**src/rtl/noc_host_initiator.sv**
```systemverilog
// ----------------------------------------------------------------------------
// noc_host_initiator
//
// Host-side initiator for the byte-serial NoC device link. Accepts one 64-bit
// read or write request at a time, serialises it as a command byte, an
// address byte, a length byte and (for writes) eight payload bytes LSB-first.
// It then waits for the matching device response, checks it and returns read
// data together with an error code.
//
// Parameters:
//   TIMEOUT    cycles allowed in the response states before a timeout
//   LEN_BYTES  payload byte count carried in the length byte (64-bit word)
//
// Ports:
//   clk, reset          rising-edge clock, asynchronous active-high reset
//   req_valid/ready     request handshake (ready only while idle)
//   req_write           1 = write, 0 = read
//   req_addr, req_wdata device address byte and write payload
//   rsp_valid           one-cycle completion pulse, no backpressure
//   rsp_rdata           read data (held until the next read completes)
//   rsp_err             0 ok, 1 device status, 2 protocol, 3 timeout
//   noc_to_dev_*        outbound byte stream (ctl=1 command/NOP, 0 payload)
//   noc_from_dev_*      inbound byte stream
// ----------------------------------------------------------------------------
module noc_host_initiator #(
    parameter int unsigned TIMEOUT   = 1024,
    parameter int unsigned LEN_BYTES = 8
) (
    input  logic        clk,
    input  logic        reset,
    input  logic        req_valid,
    output logic        req_ready,
    input  logic        req_write,
    input  logic [7:0]  req_addr,
    input  logic [63:0] req_wdata,
    output logic        rsp_valid,
    output logic [63:0] rsp_rdata,
    output logic [1:0]  rsp_err,
    output logic        noc_to_dev_ctl,
    output logic [7:0]  noc_to_dev_data,
    input  logic        noc_from_dev_ctl,
    input  logic [7:0]  noc_from_dev_data
);

    localparam int unsigned TMO_W = (TIMEOUT > 2) ? $clog2(TIMEOUT) : 1;

    localparam logic [2:0] OP_NOP   = 3'b000;
    localparam logic [2:0] OP_RD    = 3'b001;
    localparam logic [2:0] OP_WR    = 3'b010;
    localparam logic [2:0] OP_RDRSP = 3'b011;
    localparam logic [2:0] OP_WRRSP = 3'b100;

    localparam logic [1:0] ERR_OK    = 2'd0;
    localparam logic [1:0] ERR_STAT  = 2'd1;
    localparam logic [1:0] ERR_PROTO = 2'd2;
    localparam logic [1:0] ERR_TMO   = 2'd3;

    // Each TX_* state names the byte currently on the outbound registers.
    typedef enum logic [3:0] {
        S_IDLE,
        S_TX_CMD,
        S_TX_ADDR,
        S_TX_LEN,
        S_TX_DATA,
        S_WAIT_RSP,
        S_RX_LEN,
        S_RX_DATA,
        S_DONE
    } state_t;

    state_t             r_state;
    logic               r_write;
    logic [7:0]         r_addr;
    logic [63:0]        r_wdata;
    logic [2:0]         r_byte_cnt;
    logic [1:0]         r_status;
    logic [TMO_W-1:0]   r_tmo_cnt;
    logic               r_req_ready;
    logic               r_rsp_valid;
    logic [63:0]        r_rsp_rdata;
    logic [1:0]         r_rsp_err;
    logic               r_tx_ctl;
    logic [7:0]         r_tx_data;

    logic [2:0]         w_rx_op;
    logic [1:0]         w_rx_stat;
    logic [2:0]         w_exp_op;
    logic [2:0]         w_cnt_nxt;
    logic               w_tmo_hit;

    assign w_rx_op   = noc_from_dev_data[7:5];
    assign w_rx_stat = noc_from_dev_data[1:0];
    assign w_exp_op  = r_write ? OP_WRRSP : OP_RDRSP;
    assign w_cnt_nxt = r_byte_cnt + 3'd1;
    assign w_tmo_hit = (r_tmo_cnt == TMO_W'(TIMEOUT - 1));

    assign req_ready       = r_req_ready;
    assign rsp_valid       = r_rsp_valid;
    assign rsp_rdata       = r_rsp_rdata;
    assign rsp_err         = r_rsp_err;
    assign noc_to_dev_ctl  = r_tx_ctl;
    assign noc_to_dev_data = r_tx_data;

    always_ff @(posedge clk or posedge reset) begin
        if (reset) begin
            r_state     <= S_IDLE;
            r_write     <= 1'b0;
            r_addr      <= '0;
            r_wdata     <= '0;
            r_byte_cnt  <= '0;
            r_status    <= '0;
            r_tmo_cnt   <= '0;
            r_req_ready <= 1'b1;
            r_rsp_valid <= 1'b0;
            r_rsp_rdata <= '0;
            r_rsp_err   <= ERR_OK;
            r_tx_ctl    <= 1'b1;
            r_tx_data   <= '0;
        end else begin
            case (r_state)
                S_IDLE: begin
                    if (req_valid && r_req_ready) begin
                        r_write     <= req_write;
                        r_addr      <= req_addr;
                        r_wdata     <= req_wdata;
                        r_req_ready <= 1'b0;
                        r_tx_ctl    <= 1'b1;
                        r_tx_data   <= {(req_write ? OP_WR : OP_RD), 5'b00000};
                        r_state     <= S_TX_CMD;
                    end
                end

                S_TX_CMD: begin
                    r_tx_ctl  <= 1'b0;
                    r_tx_data <= r_addr;
                    r_state   <= S_TX_ADDR;
                end

                S_TX_ADDR: begin
                    r_tx_data <= 8'(LEN_BYTES);
                    r_state   <= S_TX_LEN;
                end

                S_TX_LEN: begin
                    if (r_write) begin
                        r_tx_data  <= r_wdata[7:0];
                        r_byte_cnt <= '0;
                        r_state    <= S_TX_DATA;
                    end else begin
                        r_tx_ctl  <= 1'b1;
                        r_tx_data <= '0;
                        r_tmo_cnt <= '0;
                        r_state   <= S_WAIT_RSP;
                    end
                end

                S_TX_DATA: begin
                    if (r_byte_cnt == 3'd7) begin
                        r_tx_ctl  <= 1'b1;
                        r_tx_data <= '0;
                        r_tmo_cnt <= '0;
                        r_state   <= S_WAIT_RSP;
                    end else begin
                        r_byte_cnt <= w_cnt_nxt;
                        r_tx_data  <= r_wdata[{w_cnt_nxt, 3'b000} +: 8];
                    end
                end

                S_WAIT_RSP: begin
                    if (w_tmo_hit) begin
                        r_rsp_valid <= 1'b1;
                        r_rsp_err   <= ERR_TMO;
                        r_state     <= S_DONE;
                    end else begin
                        r_tmo_cnt <= r_tmo_cnt + 1'b1;
                        if (noc_from_dev_ctl && (w_rx_op != OP_NOP)) begin
                            if (w_rx_op == w_exp_op) begin
                                if (r_write) begin
                                    r_rsp_valid <= 1'b1;
                                    r_rsp_err   <= (w_rx_stat != 2'b00) ? ERR_STAT : ERR_OK;
                                    r_state     <= S_DONE;
                                end else begin
                                    r_status <= w_rx_stat;
                                    r_state  <= S_RX_LEN;
                                end
                            end else begin
                                r_rsp_valid <= 1'b1;
                                r_rsp_err   <= ERR_PROTO;
                                r_state     <= S_DONE;
                            end
                        end
                    end
                end

                S_RX_LEN: begin
                    if (w_tmo_hit) begin
                        r_rsp_valid <= 1'b1;
                        r_rsp_err   <= ERR_TMO;
                        r_state     <= S_DONE;
                    end else begin
                        r_tmo_cnt <= r_tmo_cnt + 1'b1;
                        if (noc_from_dev_ctl || (noc_from_dev_data != 8'(LEN_BYTES))) begin
                            r_rsp_valid <= 1'b1;
                            r_rsp_err   <= ERR_PROTO;
                            r_state     <= S_DONE;
                        end else begin
                            r_byte_cnt <= '0;
                            r_state    <= S_RX_DATA;
                        end
                    end
                end

                // Bytes land straight in rsp_rdata so a truncated packet leaves
                // exactly the bytes already received updated.
                S_RX_DATA: begin
                    if (w_tmo_hit) begin
                        r_rsp_valid <= 1'b1;
                        r_rsp_err   <= ERR_TMO;
                        r_state     <= S_DONE;
                    end else begin
                        r_tmo_cnt <= r_tmo_cnt + 1'b1;
                        if (noc_from_dev_ctl) begin
                            r_rsp_valid <= 1'b1;
                            r_rsp_err   <= ERR_PROTO;
                            r_state     <= S_DONE;
                        end else begin
                            r_rsp_rdata[{r_byte_cnt, 3'b000} +: 8] <= noc_from_dev_data;
                            if (r_byte_cnt == 3'd7) begin
                                r_rsp_valid <= 1'b1;
                                r_rsp_err   <= (r_status != 2'b00) ? ERR_STAT : ERR_OK;
                                r_state     <= S_DONE;
                            end else begin
                                r_byte_cnt <= w_cnt_nxt;
                            end
                        end
                    end
                end

                S_DONE: begin
                    r_rsp_valid <= 1'b0;
                    r_req_ready <= 1'b1;
                    r_state     <= S_IDLE;
                end

                default: begin
                    r_state <= S_IDLE;
                end
            endcase
        end
    end

endmodule

```
**config.mk**
```make
export PLATFORM = sky130hd
export DESIGN_NAME = noc_host_initiator
export DESIGN_NICKNAME = d
export VERILOG_FILES = /design/src/rtl/noc_host_initiator.sv
export SDC_FILE = /design/constraint.sdc
export NUM_CORES = 1
export LEC_CHECK = 0
export BUFFER_PORTS_ARGS = -buffer_cell sky130_fd_sc_hd__buf_2
export CORE_UTILIZATION = 55
export DETAILED_ROUTE_END_ITERATION = 6
export HOLD_SLACK_MARGIN = 0.15
export PLACE_DENSITY = 0.8
export SYNTH_ARGS = -nofsm -noshare
export SYNTH_HDL_FRONTEND = slang
export SYNTH_SLANG_ARGS = --single-unit
```
**constraint.sdc**
```tcl
create_clock -name clk -period 6.4 [get_ports clk]
set_input_delay 0.96 -clock clk [delete_from_list [all_inputs] [get_ports clk]]
set_output_delay 0.96 -clock clk [all_outputs]
set_load 0.005 [all_outputs]
```
# Yosys cells after proc, flatten, opt, wreduce, memory -nomap -nowiden
# Cells that the tools add are included.
[word_totals]
regBits = 169
in_bits = 85
out_inout_bits = 77
word_cells = 131
[op_classes]
add_sub_neg = 3
eq_ne = 25
shifts = 3
mux = 58
n_bitwise = 3
reduce_logical = 26
[ops]
columns = ["operator", "count"]
rows = [
  ["$bwmux 64", 1],
  ["$shift 8x8->64 const A", 1],
  ["$shiftx 64x7->8", 1],
  ["$shiftx 8x8->64", 1],
  ["$mux 4", 11],
  ["$pmux 8 s5", 1],
  ["$pmux 4 s8", 1],
  ["$mux 10", 3],
  ["$pmux 10 s3", 1],
  ["$mux 8", 3],
  ["$mux 3", 7],
  ["$mux 2", 10],
  ["$ne 2x2->1 const B", 9],
  ["$eq 4x3->1 const B", 4],
  ["$mux 1", 15],
  ["$reduce_and 5->1", 3],
  ["$pmux 3 s4", 1],
  ["$reduce_and 4->1", 3],
  ["$reduce_bool 4->1", 3],
  ["$add 10x1->10 const B", 1],
  ["$eq 10x10->1 const B", 1],
  ["$reduce_bool 3->1", 3],
  ["$eq 4x2->1 const B", 2],
  ["$ne 4x4->1 const B", 2],
  ["other kinds (21)", 30],
]

# Logic depth before layout (Yosys ltp)
[logic_depth]
depth_word = 7
mapped_depth = 10
ltp_nobuf = 7

# Worst setup path before layout
# Ideal clock, no wire load.
[synth_timing]
path_kind = "reg-to-reg"
from = "reg r_byte_cnt[0]"
to = "reg r_tx_data[0], in the netlist noc_to_dev_data[0]"
arrival_ns = 3.313
slack_ns = 2.948
stages_incl_launch_ff = 11
period_less_slack_ns = 3.452
path_cell_list = "dfrtp_1 > clkbuf_1 > clkbuf_1 > inv_1 > ha_1 > clkbuf_1 > clkbuf_1 > clkbuf_1 > mux4_2 > mux2i_1 > o21ai_0"
[synth_via]
elab_chain_cells = 4
word_cells_on_any_way = 5
classes_between = "add/sub: 1; eq/ne: 1; shift: 1; mux: 2"
[synth_lines]
columns = ["element", "line", "text"]
rows = [
  ["start, declared", "75", "logic [2:0] r_byte_cnt;"],
  ["start signal, assigned", "164", "r_byte_cnt <= w_cnt_nxt;"],
  ["start signal, assigned", "233", "r_byte_cnt <= w_cnt_nxt;"],
  ["$add 3x1->3", "94", "assign w_cnt_nxt = r_byte_cnt + 3'd1;"],
  ["$shiftx 64x7->8", "165", "r_tx_data <= r_wdata[{w_cnt_nxt, 3'b000} +: 8];"],
  ["$mux 8 *", "158", "if (r_byte_cnt == 3'd7) begin"],
  ["$pmux 8 s5 *", "120", "case (r_state)"],
  ["end signal, assigned", "128", "r_tx_data <= {(req_write ? OP_WR : OP_RD), 5'b00000};"],
  ["end signal, assigned", "135", "r_tx_data <= r_addr;"],
  ["end signal, assigned", "165", ""],
  ["end, declared", "83", "logic [7:0] r_tx_data;"],
]
# Every way passes the cells marked *; elsewhere a longest branch is shown, timed or not.
# A chain may end at the register's enable or synchronous reset.

# Worst setup path in the final report
[layout_timing]
from = "reg r_byte_cnt[0]"
to = "reg r_tmo_cnt[5]"
[layout_via]
elab_chain_cells = 3
[layout_lines]
columns = ["element", "line", "text"]
rows = [
  ["$eq 3x3->1", "158", ""],
  ["$ne 2x2->1 (no source line)", "n/a", ""],
  ["$reduce_and 4->1 (no source line)", "n/a", ""],
  ["end signal, assigned", "175", "r_tmo_cnt <= r_tmo_cnt + 1'b1;"],
  ["end signal, assigned", "201", "r_tmo_cnt <= r_tmo_cnt + 1'b1;"],
  ["end signal, assigned", "221", "r_tmo_cnt <= r_tmo_cnt + 1'b1;"],
  ["end, declared", "77", "logic [TMO_W-1:0] r_tmo_cnt;"],
]
# Every way passes these cells.

==> results.tsv <==
stage	metric	value	unit
sta	worst_pin_slew	1.113	ns
yosys	synth.most_common_cell	dfrtp_1	
clock_tree	clk_latency	0.43	ns
critical_path	cpPeakStageDelay	0.68	ns
yosys	syn_avg_cell_area	13.55	um^2
layout	final_core_util	68.83	%
critical_path	worst_ep_arrival_time	3.43	ns
die	core_area	13400	um^2
run_status	outcome	finished, final reports clean	
grt	grt_pass1_vias	5514	
yosys	synth-async-reset-ratio	100.0	%
min_path	hold_class	flip-flop to flip-flop	
yosys	ys.flop_type	dfrtp_1	
drt	drt_pass1_iterations	5	
die	dieArea	14390	um^2
critical_path	required	6.75	ns
placed_design	dp_hpwl	12.76	mm
layout	areaGrowthSynthToFinish	20.52	%
yosys	ys_top_cells_by_area	dfrtp_1 55%, mux2_2 21%, mux4_2 4.7%, and2_1 1.8%, nand2_1 1.5%	
placed_design	dpl_worst_slack	3.342	ns
yosys	synth-edff-count	0	
critical_path	crit_chain	buf_4 > ha_1 > ha_1 > o21ai_0 > a221o_1 > or4_1 > a21oi_1	
yosys	syn_inst	565	
sta	setup_violations	0	
die	fp-row-count	42	
yosys	ys_types	50	
critical_path	path_delay_family	compound AO/OA/AOI/OAI gates	
die	num_io_pins	162	
clock_tree	ctsHoldBuffers	0	
sta	final.period_utilization	48.24	%
drt	drt_wl_total	17.93	mm
drt	vias	5375	
yosys	synth_top_cell_by_area	dfrtp_1	
drt	wl_per_cell	19.53	um
die	die_w	120.0	um
clock_tree	cts_resized	0	
critical_path	critical_path.startpoint_type	flip-flop	
drt	avgViaCountPerCell	5.855	
yosys	yosysWarnings	0	
sta	fin_crit	3.088	ns
yosys	ys_seq_area_share	55.29	%
clock_tree	cts_made_buffers	17	
sta	skew	0.008219	ns
critical_path	crit_buf_inv	1	
pwr	p_leak	4.526	nW
clock_tree	cts_root_buf	clkbuf_16	
layout	layout.nets	822	
clock_tree	cts_setup_buffers	0	
clock_tree	htree_num_levels	4	
grt	antenna_found_initial	1	
yosys	syn_nets	658	
die	die_h	120.0	um
layout	drive_above_1_share	49.06	%
critical_path	crit_path_frequent_cell	ha_1	
drt	antenna_left	0	
layout	n_antenna_cell	0	
die	start_util	57.11	%
job	cap_violations	0	
drt	drtIter0Drc	384	
grt	grt_usage	26.10	%
yosys	yosysTopAreaCellShare	54.60	%
sta	fin_ws	3.312	ns
grt	grt_max_degree	101	
placed_design	io_buffers	161	
critical_path	critPathSlowestCell	dfrtp_1	
sta	finalHoldViolCount	0	
drt	drc_errors	0	
clock_tree	cts_max_path_buffers	2	
pwr	power_density	394.3	nW/um^2
critical_path	setup.worst_path.end_class	flip-flop	
sta	rsz0062_at_grt	false	
grt	grt-ovfl-total	0	
sta	clock.fmax	323.9	MHz
clock_tree	path_clk_slew	0.06	ns
sta	setup_tns	0	ns
yosys	synthTopCellsByCount	167 x dfrtp_1, 141 x mux2_2, 30 x nand2_1, 22 x and2_1, 20 x o21ai_0	
yosys	syn-cell-area	7654	um^2
placed_design	gp_congestion	0.9010	
pwr	ir_drop	244.2	uV
grt	grt_pass1_wl	28.62	mm
sta	drv_slew	0	
yosys	synth-seq-cells	169	
clock_tree	clock_sinks	169	
clock_tree	cts_tree	yes	
critical_path	crit_fanout	18	
sta	maxSlewHeadroom	25.26	%
critical_path	crit_type	flip-flop to flip-flop	
cell usage in the layout, fill, tap and decap left out, drive strengths merged, types with 2 or more instances in the layout:
cell type    n
a21oi       17
a222oi       5
a31oi        4
and2        22
and3         5
buf        165
clkbuf      21
clkinv       5
clkinvlp     2
dfrtp      167
dfstp        2
ha           8
inv         12
mux2       141
mux2i       10
mux4        16
nand2       30
nand2b       2
nand3        7
nand4        3
nor2        14
nor2b        2
nor3        10
nor3b        3
nor4b        2
nor4bb       3
o21a         3
o21ai       20
o22ai        3
o31ai        7
or2          3
or3          4
or4          6
final cells by class:
type | count | area, um^2
Clock buffer | 21 | 470.5
Clock inverter | 11 | 113.9
Fill cell | 958 | 4177
Inverter | 9 | 38.79
Multi-Input combinational cell | 367 | 3313
Sequential cell | 169 | 4232
Tap cell | 176 | 220.2
Timing Repair Buffer | 165 | 835.8
kinds of logic after synthesis:
family | synth area share, %
flops | 55.29
mux | 26.76
simple gates | 8.893
compound gates | 6.213
buf+inv | 1.422
fa+ha+maj | 1.308
xor+xnor | 0.1145
layer usage:
layer / track usage, % / up-vias / part of all wire [%]
li1: - / 2431 / -
met1: 32.13 / 2670 / 40
met2: 43.43 / 247 / 51
met3: 7.747 / 27 / 7.3
met4: 9.609 / 0 / 1.8
met5: 0 / - / 0
where the power goes:
| group | total [mW] | internal (mW) | switching [mW] |
|---|---|---|---|
| registers | 1.57 | 1.35 | 0.219 |
| clock network | 1.00 | 0.573 | 0.429 |
| logic | 1.06 | 0.560 | 0.503 |
per-stage QoR:
step | area, um^2 | total power [mW] | hold WS, ns | std cells
6_report | 9224 | 3.637 | 0.5019 | 918
5_1_grt | 9224 | 3.824 | 0.5145 | 918
4_1_cts | 9224 | 3.660 | 0.5040 | 918
3_5_place_dp | 8640 | 2.648 | 0.4888 | 886
3_3_place_gp | 8640 | 2.579 | 0.4799 | 886
2_1_floorplan | 7654 | 2.306 | 0.4668 | 565
registers in the layout, indices dropped and copies added, names as in the netlist, 2 cells and up:
name,count
r_addr,8
r_state,4
rsp_err,2
r_status,2
r_byte_cnt,3
noc_to_dev_data,8
rsp_rdata,64
r_tmo_cnt,10
r_wdata,64
worst paths after layout:
kind / start / end / slack (ns) / depth (start not counted)
min: rsp_rdata[24] / rsp_rdata[24] / 0.50 / 1
max: r_byte_cnt[0] / r_tmo_cnt[5] / 3.31 / 7
max reg2reg: r_byte_cnt[0] / r_tmo_cnt[5] / 3.31 / 7
max in group asynchronous: reset / rsp_rdata[47] / 4.22 / 3
min in group asynchronous: reset / r_wdata[34] / 0.70 / 2
min reg2reg: rsp_rdata[24] / rsp_rdata[24] / 0.50 / 1
Power figures use the tool's default switching activity.
